<file path="src/rtl/note_envelope_adsr_if.sv">
// ---------------------------------------------------------------------------
// note_envelope_adsr_if
// Bundles the gate, sample and envelope-shape inputs together with the
// enveloped outputs of note_envelope_adsr.
//   master : drives noteOn, inputSample, attackStep, decayStep, sustainLevel,
//            releaseStep; observes outputSample, envelopeLevel,
//            envelopeState, busy
//   slave  : the envelope stage itself (the reverse directions)
// Parameter STATE_W sets the width of envelopeState.
// ---------------------------------------------------------------------------
interface note_envelope_adsr_if #(
    parameter int STATE_W = 3
);
    logic               noteOn;
    logic [7:0]         inputSample;
    logic [7:0]         attackStep;
    logic [7:0]         decayStep;
    logic [7:0]         sustainLevel;
    logic [7:0]         releaseStep;
    logic [7:0]         outputSample;
    logic [7:0]         envelopeLevel;
    logic [STATE_W-1:0] envelopeState;
    logic               busy;

    modport master (
        output noteOn, inputSample, attackStep, decayStep, sustainLevel, releaseStep,
        input  outputSample, envelopeLevel, envelopeState, busy
    );

    modport slave (
        input  noteOn, inputSample, attackStep, decayStep, sustainLevel, releaseStep,
        output outputSample, envelopeLevel, envelopeState, busy
    );
endinterface

</file>
<file path="src/rtl/note_envelope_adsr.sv">
// ---------------------------------------------------------------------------
// note_envelope_adsr
// ADSR amplitude envelope for the 8-bit tone generators. The raw sample is
// scaled by the top byte of a 16-bit envelope accumulator so notes fade in
// and out instead of clicking. Output feeds the mixer / PWM DAC.
//
// Ports:
//   CLK_32KHz  in  sample-rate clock (one envelope tick per cycle)
//   reset_n    in  asynchronous, active-low reset
//   env        note_envelope_adsr_if.slave
//                noteOn        gate level, high = key held
//                inputSample   unsigned generator sample
//                attackStep / decayStep / releaseStep  per-tick acc steps
//                sustainLevel  sustain target, acc target = {sustainLevel,8'h00}
//                outputSample  enveloped sample, registered (1-cycle latency)
//                envelopeLevel acc[ACC_W-1 -: 8]
//                envelopeState IDLE=0 ATTACK=1 DECAY=2 SUSTAIN=3 RELEASE=4
//                busy          envelopeState != IDLE
//
// Build option: define ADSR_CENTERED_SCALE_EN to scale about mid-scale 128
// (idle/reset output 128) instead of toward 0 (idle/reset output 0).
// ---------------------------------------------------------------------------
module note_envelope_adsr #(
    parameter int ACC_W   = 16,
    parameter int STATE_W = 3
) (
    input  logic                 CLK_32KHz,
    input  logic                 reset_n,
    note_envelope_adsr_if.slave  env
);
    typedef enum logic [2:0] {
        ST_IDLE    = 3'd0,
        ST_ATTACK  = 3'd1,
        ST_DECAY   = 3'd2,
        ST_SUSTAIN = 3'd3,
        ST_RELEASE = 3'd4
    } state_t;

    localparam logic [ACC_W-1:0] ACC_MAX = {ACC_W{1'b1}};
`ifdef ADSR_CENTERED_SCALE_EN
    localparam logic [7:0] IDLE_OUT = 8'd128;
`else
    localparam logic [7:0] IDLE_OUT = 8'd0;
`endif

    state_t           state_reg;
    logic [ACC_W-1:0] acc_reg;
    logic             noteOn_q;
    logic [7:0]       out_reg;

    logic             rise;
    logic             fall;
    logic [7:0]       level;
    logic [ACC_W-1:0] target;
    logic [ACC_W:0]   attack_sum;
    logic [ACC_W:0]   decay_limit;
    logic [ACC_W-1:0] attack_next;
    logic [ACC_W-1:0] decay_next;
    logic [ACC_W-1:0] release_next;
    logic [7:0]       scaled_sample;

    assign rise   = env.noteOn & ~noteOn_q;
    assign fall   = ~env.noteOn & noteOn_q;
    assign level  = acc_reg[ACC_W-1 -: 8];
    assign target = {env.sustainLevel, {(ACC_W-8){1'b0}}};

    // Step arithmetic is done one bit wider so saturation/clamping can be
    // decided without wrap-around. A zero step means "jump to the limit".
    always_comb begin
        attack_sum  = {1'b0, acc_reg} + {{(ACC_W-7){1'b0}}, env.attackStep};
        decay_limit = {1'b0, target} + {{(ACC_W-7){1'b0}}, env.decayStep};

        if (env.attackStep == 8'd0 || attack_sum[ACC_W])
            attack_next = ACC_MAX;
        else
            attack_next = attack_sum[ACC_W-1:0];

        // acc - step <= target  <=>  acc <= target + step; also covers an
        // acc already below a freshly raised target.
        if (env.decayStep == 8'd0 || {1'b0, acc_reg} <= decay_limit)
            decay_next = target;
        else
            decay_next = acc_reg - {{(ACC_W-8){1'b0}}, env.decayStep};

        if (env.releaseStep == 8'd0 || acc_reg <= {{(ACC_W-8){1'b0}}, env.releaseStep})
            release_next = '0;
        else
            release_next = acc_reg - {{(ACC_W-8){1'b0}}, env.releaseStep};
    end

    // Sample scaling by (L+1)/256 so that L=255 passes the sample through.
    // Operands are pre-widened so the product never truncates before the shift.
`ifdef ADSR_CENTERED_SCALE_EN
    logic signed [18:0] samp_s;
    logic signed [18:0] gain_s;
    always_comb begin
        samp_s        = $signed({11'b0, env.inputSample}) - 19'sd128;
        gain_s        = $signed({11'b0, level}) + 19'sd1;
        scaled_sample = 8'((samp_s * gain_s) >>> 8) + 8'd128;
    end
`else
    logic [15:0] samp_u;
    logic [15:0] gain_u;
    always_comb begin
        samp_u        = {8'h00, env.inputSample};
        gain_u        = {8'h00, level} + 16'd1;
        scaled_sample = 8'((samp_u * gain_u) >> 8);
    end
`endif

    // The current state's acc rule is applied on the same edge as any state
    // change; the new state's rule takes over from the following tick.
    always_ff @(posedge CLK_32KHz or negedge reset_n) begin
        if (!reset_n) begin
            state_reg <= ST_IDLE;
            acc_reg   <= '0;
            noteOn_q  <= 1'b0;
            out_reg   <= IDLE_OUT;
        end else begin
            noteOn_q <= env.noteOn;
            // Output uses the level before this tick's update.
            out_reg  <= (state_reg == ST_IDLE) ? IDLE_OUT : scaled_sample;

            case (state_reg)
                ST_IDLE: begin
                    acc_reg <= '0;
                    if (rise) state_reg <= ST_ATTACK;
                end
                ST_ATTACK: begin
                    acc_reg <= attack_next;
                    if (fall)                        state_reg <= ST_RELEASE;
                    else if (attack_next == ACC_MAX) state_reg <= ST_DECAY;
                end
                ST_DECAY: begin
                    acc_reg <= decay_next;
                    if (fall)                      state_reg <= ST_RELEASE;
                    else if (decay_next == target) state_reg <= ST_SUSTAIN;
                end
                ST_SUSTAIN: begin
                    acc_reg <= target;
                    if (fall) state_reg <= ST_RELEASE;
                end
                ST_RELEASE: begin
                    acc_reg <= release_next;
                    // A new key press resumes attack from the current level.
                    if (rise)                    state_reg <= ST_ATTACK;
                    else if (release_next == '0) state_reg <= ST_IDLE;
                end
                default: begin
                    acc_reg   <= '0;
                    state_reg <= ST_IDLE;
                end
            endcase
        end
    end

    assign env.outputSample  = out_reg;
    assign env.envelopeLevel = level;
    assign env.envelopeState = STATE_W'(state_reg);
    assign env.busy          = (state_reg != ST_IDLE);
endmodule

</file>
<file path="src/flat_wrapper.sv">
// flat-port wrapper written by rule: the top's interface ports become plain ports
module note_envelope_adsr_flat 
#(
    parameter int ACC_W   = 16,
    parameter int STATE_W = 3
)
  (CLK_32KHz, reset_n, env_noteOn, env_inputSample, env_attackStep, env_decayStep, env_sustainLevel, env_releaseStep, env_outputSample, env_envelopeLevel, env_envelopeState, env_busy);
  note_envelope_adsr_if #(.STATE_W(STATE_W)) env_i ();
  input  logic CLK_32KHz;
  input  logic reset_n;
  input wire logic [$bits(env_i.noteOn)-1:0] env_noteOn;
  input wire logic [$bits(env_i.inputSample)-1:0] env_inputSample;
  input wire logic [$bits(env_i.attackStep)-1:0] env_attackStep;
  input wire logic [$bits(env_i.decayStep)-1:0] env_decayStep;
  input wire logic [$bits(env_i.sustainLevel)-1:0] env_sustainLevel;
  input wire logic [$bits(env_i.releaseStep)-1:0] env_releaseStep;
  output wire logic [$bits(env_i.outputSample)-1:0] env_outputSample;
  output wire logic [$bits(env_i.envelopeLevel)-1:0] env_envelopeLevel;
  output wire logic [$bits(env_i.envelopeState)-1:0] env_envelopeState;
  output wire logic [$bits(env_i.busy)-1:0] env_busy;
  assign env_i.noteOn = env_noteOn;
  assign env_i.inputSample = env_inputSample;
  assign env_i.attackStep = env_attackStep;
  assign env_i.decayStep = env_decayStep;
  assign env_i.sustainLevel = env_sustainLevel;
  assign env_i.releaseStep = env_releaseStep;
  assign env_outputSample = env_i.outputSample;
  assign env_envelopeLevel = env_i.envelopeLevel;
  assign env_envelopeState = env_i.envelopeState;
  assign env_busy = env_i.busy;
  note_envelope_adsr #(.ACC_W(ACC_W), .STATE_W(STATE_W)) u_core (.CLK_32KHz(CLK_32KHz), .reset_n(reset_n), .env(env_i));
endmodule
</file>
<file path="config.mk">
export PLATFORM = sky130hd
export DESIGN_NAME = note_envelope_adsr_flat
export DESIGN_NICKNAME = d
export VERILOG_FILES = /design/src/rtl/note_envelope_adsr_if.sv /design/src/rtl/note_envelope_adsr.sv /design/src/flat_wrapper.sv
export SDC_FILE = /design/constraint.sdc
export NUM_CORES = 1
export LEC_CHECK = 0
export BUFFER_PORTS_ARGS = -buffer_cell sky130_fd_sc_hd__buf_4
export CORE_UTILIZATION = 45
export CTS_CLUSTER_DIAMETER = 100
export DETAILED_ROUTE_END_ITERATION = 8
export PLACE_DENSITY = 0.74
export SYNTH_ARGS = -nofsm -noshare
export SYNTH_HDL_FRONTEND = slang
export SYNTH_SLANG_ARGS = --single-unit
</file>
<file path="constraint.sdc">
create_clock -name CLK_32KHz -period 6.4 [get_ports CLK_32KHz]
set_input_delay 0.32 -clock CLK_32KHz [delete_from_list [all_inputs] [get_ports CLK_32KHz]]
set_output_delay 0.32 -clock CLK_32KHz [all_outputs]
set_load 0.01 [all_outputs]
</file>
==> out/qor.yml, run 1 <==
outcome: "complete, no violations"
ys.warnings.count: 0
max_cap_violations: 0
antenna_cells: 0
die_h_um: 116
hp-class: "input pin to flop"
skew_ns: 0.00452
p_clk_frac: 0.043
via_per_inst: 5.83
synthMuxAreaShare: 0.0104
gp_routability_congestion: 0.959
insertion_delay_ns: 0.28
synthToLayoutAreaGrowth_pct: 11.1
period_needed_ns: 5.98
wl_per_cell_um: 17.1
hold_depth: 1
holdWs_ns: 0.183
synth_most_common_cell: "inv_1"
cts_buffers: 3
cts.clk_slew.worst_paths_ns: 0.08
slowest_delay_ns: 0.61
ys_seq_area_frac: 0.119
rsz0062_at_grt: "false"
synth_edf_count: 0
syn_avg_cell_area_um2: 8.11
post_cts.repair.setup_buffers: 0
final_core_util: 0.516
ys_top_cells_by_count: "inv_1, ha_1, nand2_1"
grt_usage: 0.257
worstPathRequired_ns: 6.59
drc_errors: 0
switching_share: 0.541
htreeDepth: 1
intPower_w: 0.00166
worst_pin_slew_ns: 0.861
p_comb_frac: 0.849
cp-start-kind: "flop"
placed_area_mm2: 0.00645
dieArea_mm2: 0.0135
vias: 5478
period_share: 0.934
drt-initial-drc-count: 509
synth_xor_area_frac: 0.0904
max_freq_ghz: 0.167
cts_root_buffer: "clkbuf_16"
synth_adder_area_share: 0.287
syn_area_mm2: 0.00588
crit_arrival_ns: 6.17
fin_tns_setup_ns: 0
power_frac_seq: 0.109
finalSetupViolations: 0
final_net_count: 922
layout-drive-gt1-share: 0.111
p_per_area_mw_per_mm2: 553
hold_start: "env_noteOn"
fin_area_mm2: 0.00654
initial_utilization: 0.464
cp_top_family: "adder cells"
synth_top_family_by_area: "adder cells"
path_cells: "clkinv_1 -> nor2_1 -> and3_1 -> xnor2_1 -> nor2b_1 -> fa_1 -> fa_1 -> fa_1 -> inv_1 -> fa_1 -> inv_1 -> ha_1 -> or2_2 -> a21oi_1 -> nor3_1 -> o31a_1 -> o21a_1 -> nor3_1"
dieWidth_um: 116
cts_buffer_depth: 2
reg2reg_slack_ns: 0.42
synth_top_flop_cell: "dfrtp_1"
first_pass_iters: 5
synth-seq-cells: 28
grt_pass1_vias: 5426
synth-simple-area-share: 0.232
path_buf_inv: 3
grt_pass1_wl_um: 27000
power_w: 0.00362
hpwl_um: 13000
largest_reg_flops: 16
synth_cell_types: 70
p_leak_nw: 3.11
relSlewSlack: 0.422
crit_path_frequent_cell: "fa_1"
switchingPower_w: 0.00196
r2r_end: "u_core.env.outputSample[7]"
crit_type: "flop to flop"
critPathMaxFanout: 12
synth_compound_area_frac: 0.177
synth_top_cell_by_area: "fa_1"
synthArstFlopShare: 1.00
syn_nets: 877
synthTopCellsByArea: "fa_1, ha_1, dfrtp_1"
ir_drop_mv: 0.489
cp-end-kind: "flop"
ant_nets: 0
slew_violations: 0
antenna_found_initial: 0
finalWirelength_um: 16000
coreArea_mm2: 0.0127
port-buffer-count: 62
clock_sinks: 28
syn_inst: 725
yosysTopAreaCellShare: 0.146
ioPinCount: 63
crit_slowest_cell: "dfrtp_1"
finalHoldViolations: 0
rr_worst_depth: 18
critical_path.startpoint: "u_core.acc_reg[9]"
cts_tree: "built"
overflow: 0
min_to: "u_core.noteOn_q"
grt_max_degree: 29
rows: 41
r2r-start: "u_core.acc_reg[9]"
-- logic make-up after synthesis --
logic type / after synthesis
AO/OA/AOI/OAI: 148
XOR/XNOR: 56
adder cells (fa/ha/maj): 109
buffers and inverters: 119
flip-flops: 28
multiplexers: 6
AND/OR/NAND/NOR: 259
-- cell usage in the layout (no fill, tap or decap), types with 7 or more instances in the layout --
master / instances
a211oi_1: 7
a21o_1: 9
a21oi_1: 26
and2_1: 21
and3_1: 7
buf_4: 68
dfrtp_1: 28
fa_1: 43
ha_1: 66
inv_1: 87
nand2_1: 49
nand2b_1: 13
nand3_1: 18
nand4_1: 12
nor2_1: 47
nor2b_1: 42
nor3_1: 20
nor4_1: 11
o211ai_1: 12
o21a_1: 8
o21ai_0: 28
xnor2_1: 40
xor2_1: 13
-- routing by layer --
layer	track usage	wire length, µm
met1	0.351	7170
met2	0.417	7260
met3	0.0400	1230
met4	0.0812	369
met5	0	0
-- power groups by stage --
stage | logic [W] | registers, W | clock network [W]
floorplan | 0.00241 | 0.000319 | 0
global placement | 0.00297 | 0.000388 | 0
detailed placement | 0.00303 | 0.000390 | 0
CTS | 0.00305 | 0.000388 | 0.000155
global route | 0.00353 | 0.000403 | 0.000163
finish | 0.00307 | 0.000394 | 0.000154
-- final cells by class --
| cell class | count | area (µm²) |
|---|---|---|
| sequential | 28 | 701 |
| inverter | 90 | 338 |
| multi-input combinational | 578 | 4690 |
| fill | 1226 | 6130 |
| timing repair buffer | 69 | 520 |
| tap | 172 | 215 |
| clock buffer | 3 | 75.1 |
-- what timing repair did --
| action | 4_1_cts | 5_1_grt |
|---|---|---|
| hold buffers | 1 | 0 |
| hold endpoints to repair | 8 | 0 |
| gates resized for setup | 0 | 0 |
-- worst max path at each step --
| stage | slack, ns | to | cells after the start |
|---|---|---|---|
| 6_report | 0.42 | u_core.env.outputSample[7] | 18 |
| 5_1_grt | 0.06 | u_core.env.outputSample[7] | 18 |
| 4_1_cts | 0.46 | u_core.env.outputSample[7] | 18 |
| 3_5_place_dp | 0.48 | u_core.env.outputSample[7] | 18 |
| 3_3_place_gp | 0.68 | u_core.env.outputSample[7] | 18 |
| 2_1_floorplan | 0.86 | u_core.env.outputSample[7] | 20 |
-- stage by stage --
stage | std cells | setup slack (ns)
after floorplan | 725 | 0.856
after global placement | 936 | 0.676
after detailed placement | 936 | 0.484
after CTS | 940 | 0.459
after global routing | 940 | 0.0605
final | 940 | 0.421
(Power assumes the default switching activity.)
==> inputs of run 2 (changes only) <==
ABC_AREA = 1   (was unset)
PLACE_DENSITY = 0.73   (was 0.74)
==> out/qor.yml, run 2 <==
skew_ns: 0.00840
max_cap_violations: 0
p_per_area_mw_per_mm2: 409
insertion_delay_ns: 0.27
dieArea_mm2: 0.0146
post_cts_resize_count: 0
die_h_um: 121
synthArstFlopShare: 1.00
cp-start-kind: "flop"
fillers: 1422
worstPathRequired_ns: 6.54
worst_pin_slew_ns: 1.05
initial_utilization: 0.458
holdWs_ns: 0.167
ys_top_cells_by_count: "nand2_1, inv_1, nor2_1"
finalWirelength_um: 17800
finalHoldViolations: 0
critical_path.startpoint: "u_core.acc_reg[9]"
grt_pass1_wl_um: 29600
synth_edf_count: 0
cts_tree: "built"
slowest_delay_ns: 0.58
synthToLayoutAreaGrowth_pct: 11.0
ys_seq_area_frac: 0.111
wl_per_cell_um: 14.6
ys.warnings.count: 0
ir_drop_mv: 0.209
port-buffer-count: 62
synth-seq-cells: 28
layout-drive-gt1-share: 0.102
outcome: "complete, no violations"
rows: 43
place_inst: 1214
path_cells: "ha_1 -> nand2_2 -> nor3_1 -> xor2_1 -> inv_1 -> nor2_1 -> fa_1 -> fa_1 -> fa_1 -> inv_1 -> fa_1 -> inv_1 -> ha_1 -> nand2_1 -> inv_1 -> nand3_1 -> o21ai_1 -> nand2_1 -> o21ai_1 -> nand3_1 -> nand2_1 -> nand2_1 -> nor3b_1"
htreeDepth: 1
syn_avg_cell_area_um2: 6.42
post_cts.repair.setup_buffers: 0
grt_max_degree: 29
final_cells: 1219
vias: 6500
hp-class: "input pin to flop"
slew_violations: 0
first_pass_iters: 6
yosysTopAreaCellShare: 0.156
syn_area_mm2: 0.00634
critPathMaxFanout: 10
grt_usage: 0.256
synth_most_common_cell: "nand2_1"
synth_top_cell_by_area: "nand2_1"
synth_top_flop_cell: "dfrtp_1"
p_leak_nw: 4.05
relSlewSlack: 0.297
ant_nets: 0
cts_root_buffer: "clkbuf_16"
final_cell_mix: "nand2_1, inv_1, nor2_1, nand3_1, buf_4"
crit_type: "flop to flop"
cts_buffer_depth: 2
crit_arrival_ns: 5.77
r2r-start: "u_core.acc_reg[9]"
max_freq_ghz: 0.178
drc_errors: 0
hold_start: "env_noteOn"
seqCellArea_um2: 701
layout_commonest_cell: "nand2_1"
cts.clk_slew.worst_paths_ns: 0.07
multiInputGateArea_mm2: 0.00486
gp_routability_congestion: 0.969
dieWidth_um: 121
antenna_cells: 0
largest_reg_flops: 16
period_needed_ns: 5.63
fin_tns_setup_ns: 0
drt-initial-drc-count: 520
coreArea_mm2: 0.0138
cp-end-kind: "flop"
synth_cell_types: 51
rsz0062_at_grt: "false"
period_share: 0.880
ioPinCount: 63
syn_nets: 1139
antenna_found_initial: 0
finalSetupViolations: 0
cts_buffers: 3
clock_sinks: 28
grt_pass1_vias: 6175
crit_slowest_cell: "dfrtp_1"
syn_inst: 987
final_net_count: 1192
via_per_inst: 5.33
synthTopCellsByArea: "nand2_1, fa_1, ha_1"
overflow: 0
hpwl_um: 14900
-- run 2: stage by stage --
step / setup WS, ns / cell area, µm² / power, W / util
after global placement: 0.976 / 6920 / 0.00264 / 0.501
after CTS: 0.828 / 7040 / 0.00286 / 0.509
final: 0.771 / 7040 / 0.00288 / 0.509
after floorplan: 1.37 / 6340 / 0.00210 / -
after global routing: 0.232 / 7040 / 0.00326 / 0.509
after detailed placement: 0.835 / 6920 / 0.00266 / 0.501
-- run 2: critical path, delay by kind of cell, from the launching register on --
kind / cells / cell delay [ns]
AOI/OAI and AO/OA: 2 / 0.43
xor gates and xnor gates: 1 / 0.30
adders and majority gates: 6 / 2.62
buffers and inverters: 4 / 0.35
DFF: 1 / 0.58
and+or+nand+nor: 10 / 1.21
-- run 2: path summary, 6_finish.rpt --
| check | cells after the start | slack (ns) | to |
|---|---|---|---|
| hold / removal | 1 | 0.17 | u_core.noteOn_q |
| hold reg to reg | 2 | 0.58 | u_core.env.envelopeState[0] |
| max in group asynchronous | 2 | 5.60 | u_core.env.envelopeState[0] |
| setup reg to reg | 23 | 0.77 | u_core.env.outputSample[5] |
| setup / recovery | 23 | 0.77 | u_core.env.outputSample[5] |
| min in group asynchronous | 2 | 0.51 | u_core.acc_reg[0] |
-- run 2: cell type report --
cell class / count / area share
inverters: 170 / 0.0907
clock buffers: 3 / 0.0107
repair buffers: 68 / 0.0729
well taps: 180 / 0.0320
multi-input cells: 769 / 0.690
clock inverters: 1 / 0.00427
flip-flops and latches: 28 / 0.0996
-- run 2: report_power, final --
part / total, W / switching (W) / internal [W]
sequential: 0.000333 / 0.0000926 / 0.000240
clock: 0.000193 / 0.0000679 / 0.000125
combinational: 0.00235 / 0.00150 / 0.000853
-- run 2: kinds of logic after synthesis --
| group | count (synthesis) | synth area share |
|---|---|---|
| adders and majority gates | 109 | 0.266 |
| buffers and inverters | 190 | 0.124 |
| AOI/OAI and AO/OA | 98 | 0.100 |
| DFF | 28 | 0.111 |
| xor gates and xnor gates | 26 | 0.0359 |
| and+or+nand+nor | 536 | 0.363 |
-- run 2: timing repair --
action | 4_1_cts | 5_1_grt
hold buffers | 1 | 0
endpoints found under the hold margin | 28 | 0
endpoints found under the setup margin | 0 | 0
-- run 2: metal layers --
metal | vias to the layer above | global-route usage | routed length, µm
met5 | - | 0 | 0
met4 | 0 | 0.0802 | 436
met3 | 35 | 0.0208 | 1310
met2 | 248 | 0.418 | 7970
met1 | 2964 | 0.357 | 8050
li1 | 3253 | - | -
==> inputs of run 3 (changes only) <==
RECOVER_POWER = 100   (was unset)
REMOVE_ABC_BUFFERS = 1   (was unset)
==> out/qor.yml, run 3 (same netlist as run 2, synthesis figures left out) <==
outcome: "complete, but fails checks"
violations: "capacitance limit, slew limit"
clock_sinks: 28
critPathMaxFanout: 9
ant_nets: 0
synthToLayoutAreaGrowth_pct: 9.42
dieArea_mm2: 0.0146
period_share: 0.908
initial_utilization: 0.458
grt_max_degree: 29
cts_tree: "built"
relSlewSlack: -0.114
drt-initial-drc-count: 593
cts_buffers: 3
die_h_um: 121
power_w: 0.00283
holdWs_ns: 0.180
ir_drop_mv: 0.165
period_needed_ns: 5.81
rsz0062_at_grt: "false"
coreArea_mm2: 0.0138
gp_routability_congestion: 0.985
cts_root_buffer: "clkbuf_16"
via_per_inst: 5.32
min_to: "u_core.noteOn_q"
p_leak_nw: 3.95
overflow: 0
finalSetupViolations: 0
rr_worst_depth: 23
skew_ns: 0.00605
r2r-start: "u_core.acc_reg[13]"
htreeDepth: 1
dieWidth_um: 121
layout_commonest_cell: "nand2_1"
vias: 6488
first_pass_iters: 5
wl_per_cell_um: 14.2
cp-end-kind: "flop"
final_net_count: 1192
crit_arrival_ns: 5.97
ioPinCount: 63
max_freq_ghz: 0.172
insertion_delay_ns: 0.28
rows: 43
slew_violations: 29
placed_area_mm2: 0.00692
intPower_w: 0.00118
finalHoldViolations: 0
fin_tns_setup_ns: 0
post_cts_resize_count: 0
cp-start-kind: "flop"
crit_type: "flop to flop"
reg2reg_slack_ns: 0.59
p_clk_frac: 0.069
p_per_area_mw_per_mm2: 408
hp-class: "input pin to flop"
fillers: 1402
grt_usage: 0.253
finalWirelength_um: 17400
hold_depth: 1
switchingPower_w: 0.00165
antenna_found_initial: 0
power_frac_seq: 0.118
antenna_cells: 0
port-buffer-count: 62
worstPathRequired_ns: 6.55
drc_errors: 0
fin_area_mm2: 0.00694
grt_pass1_vias: 6300
p_comb_frac: 0.813
r2r_end: "u_core.env.outputSample[5]"
cts_buffer_depth: 2
layout-drive-gt1-share: 0.0741
switching_share: 0.583
cts.clk_slew.worst_paths_ns: 0.08
hpwl_um: 14500
hold_start: "env_noteOn"
final_cell_mix: "nand2_1, inv_1, nor2_1, nand3_1, ha_1"
largest_reg_flops: 16
worst_pin_slew_ns: 1.67
max_cap_violations: 1
grt_pass1_wl_um: 29500
## run 3: metrics by stage
step | setup slack [ns] | instances | util
global placement | 0.960 | 1214 | 0.500
floorplan | 1.10 | 967 | -
CTS | 0.714 | 1219 | 0.509
detailed placement | 0.745 | 1214 | 0.500
finish | 0.588 | 1219 | 0.502
global route | 0.137 | 1219 | 0.502
## run 3: how the worst max path moves through the flow
stage	start	to	slack, ns
after floorplan	u_core.acc_reg[8]	u_core.env.outputSample[5]	1.10
after global placement	u_core.acc_reg[9]	u_core.env.outputSample[5]	0.96
after detailed placement	u_core.acc_reg[9]	u_core.env.outputSample[5]	0.74
after CTS	u_core.acc_reg[9]	u_core.env.outputSample[5]	0.71
after global routing	u_core.acc_reg[8]	u_core.env.outputSample[5]	0.14
final	u_core.acc_reg[13]	u_core.env.outputSample[5]	0.59
## run 3: what timing repair did
item | 4_1_cts | 5_1_grt
setup buffers | 0 | 0
hold buffers | 1 | 0
endpoints found under the hold margin | 28 | 0
endpoints found under the setup margin | 0 | 0
## run 3: critical path, stage by stage, from the launching register on
cell	delay (ns)
dfrtp_1	0.32
clkbuf_1	0.48
inv_2	0.20
nor3_1	0.41
xor2_1	0.27
inv_1	0.16
nor2_1	0.14
fa_1	0.44
fa_1	0.48
fa_1	0.54
inv_1	0.05
fa_1	0.53
inv_1	0.04
ha_1	0.34
nand2_1	0.06
inv_1	0.08
nand3_1	0.07
o21ai_0	0.25
nand2_1	0.15
o21ai_1	0.28
nand3_1	0.11
nand2_1	0.10
nand2_1	0.05
nor3b_1	0.13
## run 3: area by class of cell
| cell class | instances | area, µm² | area share |
|---|---|---|---|
| multi-input cells | 769 | 4830 | 0.697 |
| flip-flops and latches | 28 | 701 | 0.101 |
| inverters | 170 | 638 | 0.0920 |
| repair buffers | 68 | 434 | 0.0626 |
| well taps | 180 | 225 | 0.0325 |
| clock buffers | 3 | 75.1 | 0.0108 |
| clock inverters | 1 | 30.0 | 0.00433 |
## run 3: power groups by stage
stage | logic [W] | clock network (W) | registers, W
2_1_floorplan | 0.00172 | 0 | 0.000327
3_3_place_gp | 0.00229 | 0 | 0.000334
3_5_place_dp | 0.00232 | 0 | 0.000336
4_1_cts | 0.00233 | 0.000199 | 0.000333
5_1_grt | 0.00265 | 0.000205 | 0.000342
6_report | 0.00230 | 0.000195 | 0.000334
## run 3: per-layer routing
metal | GRT usage | routed length (µm) | vias up
met5 | 0 | 0 | -
met4 | 0.0841 | 453 | 0
met3 | 0.0179 | 981 | 34
met2 | 0.441 | 8120 | 233
met1 | 0.331 | 7800 | 2962
li1 | - | - | 3259
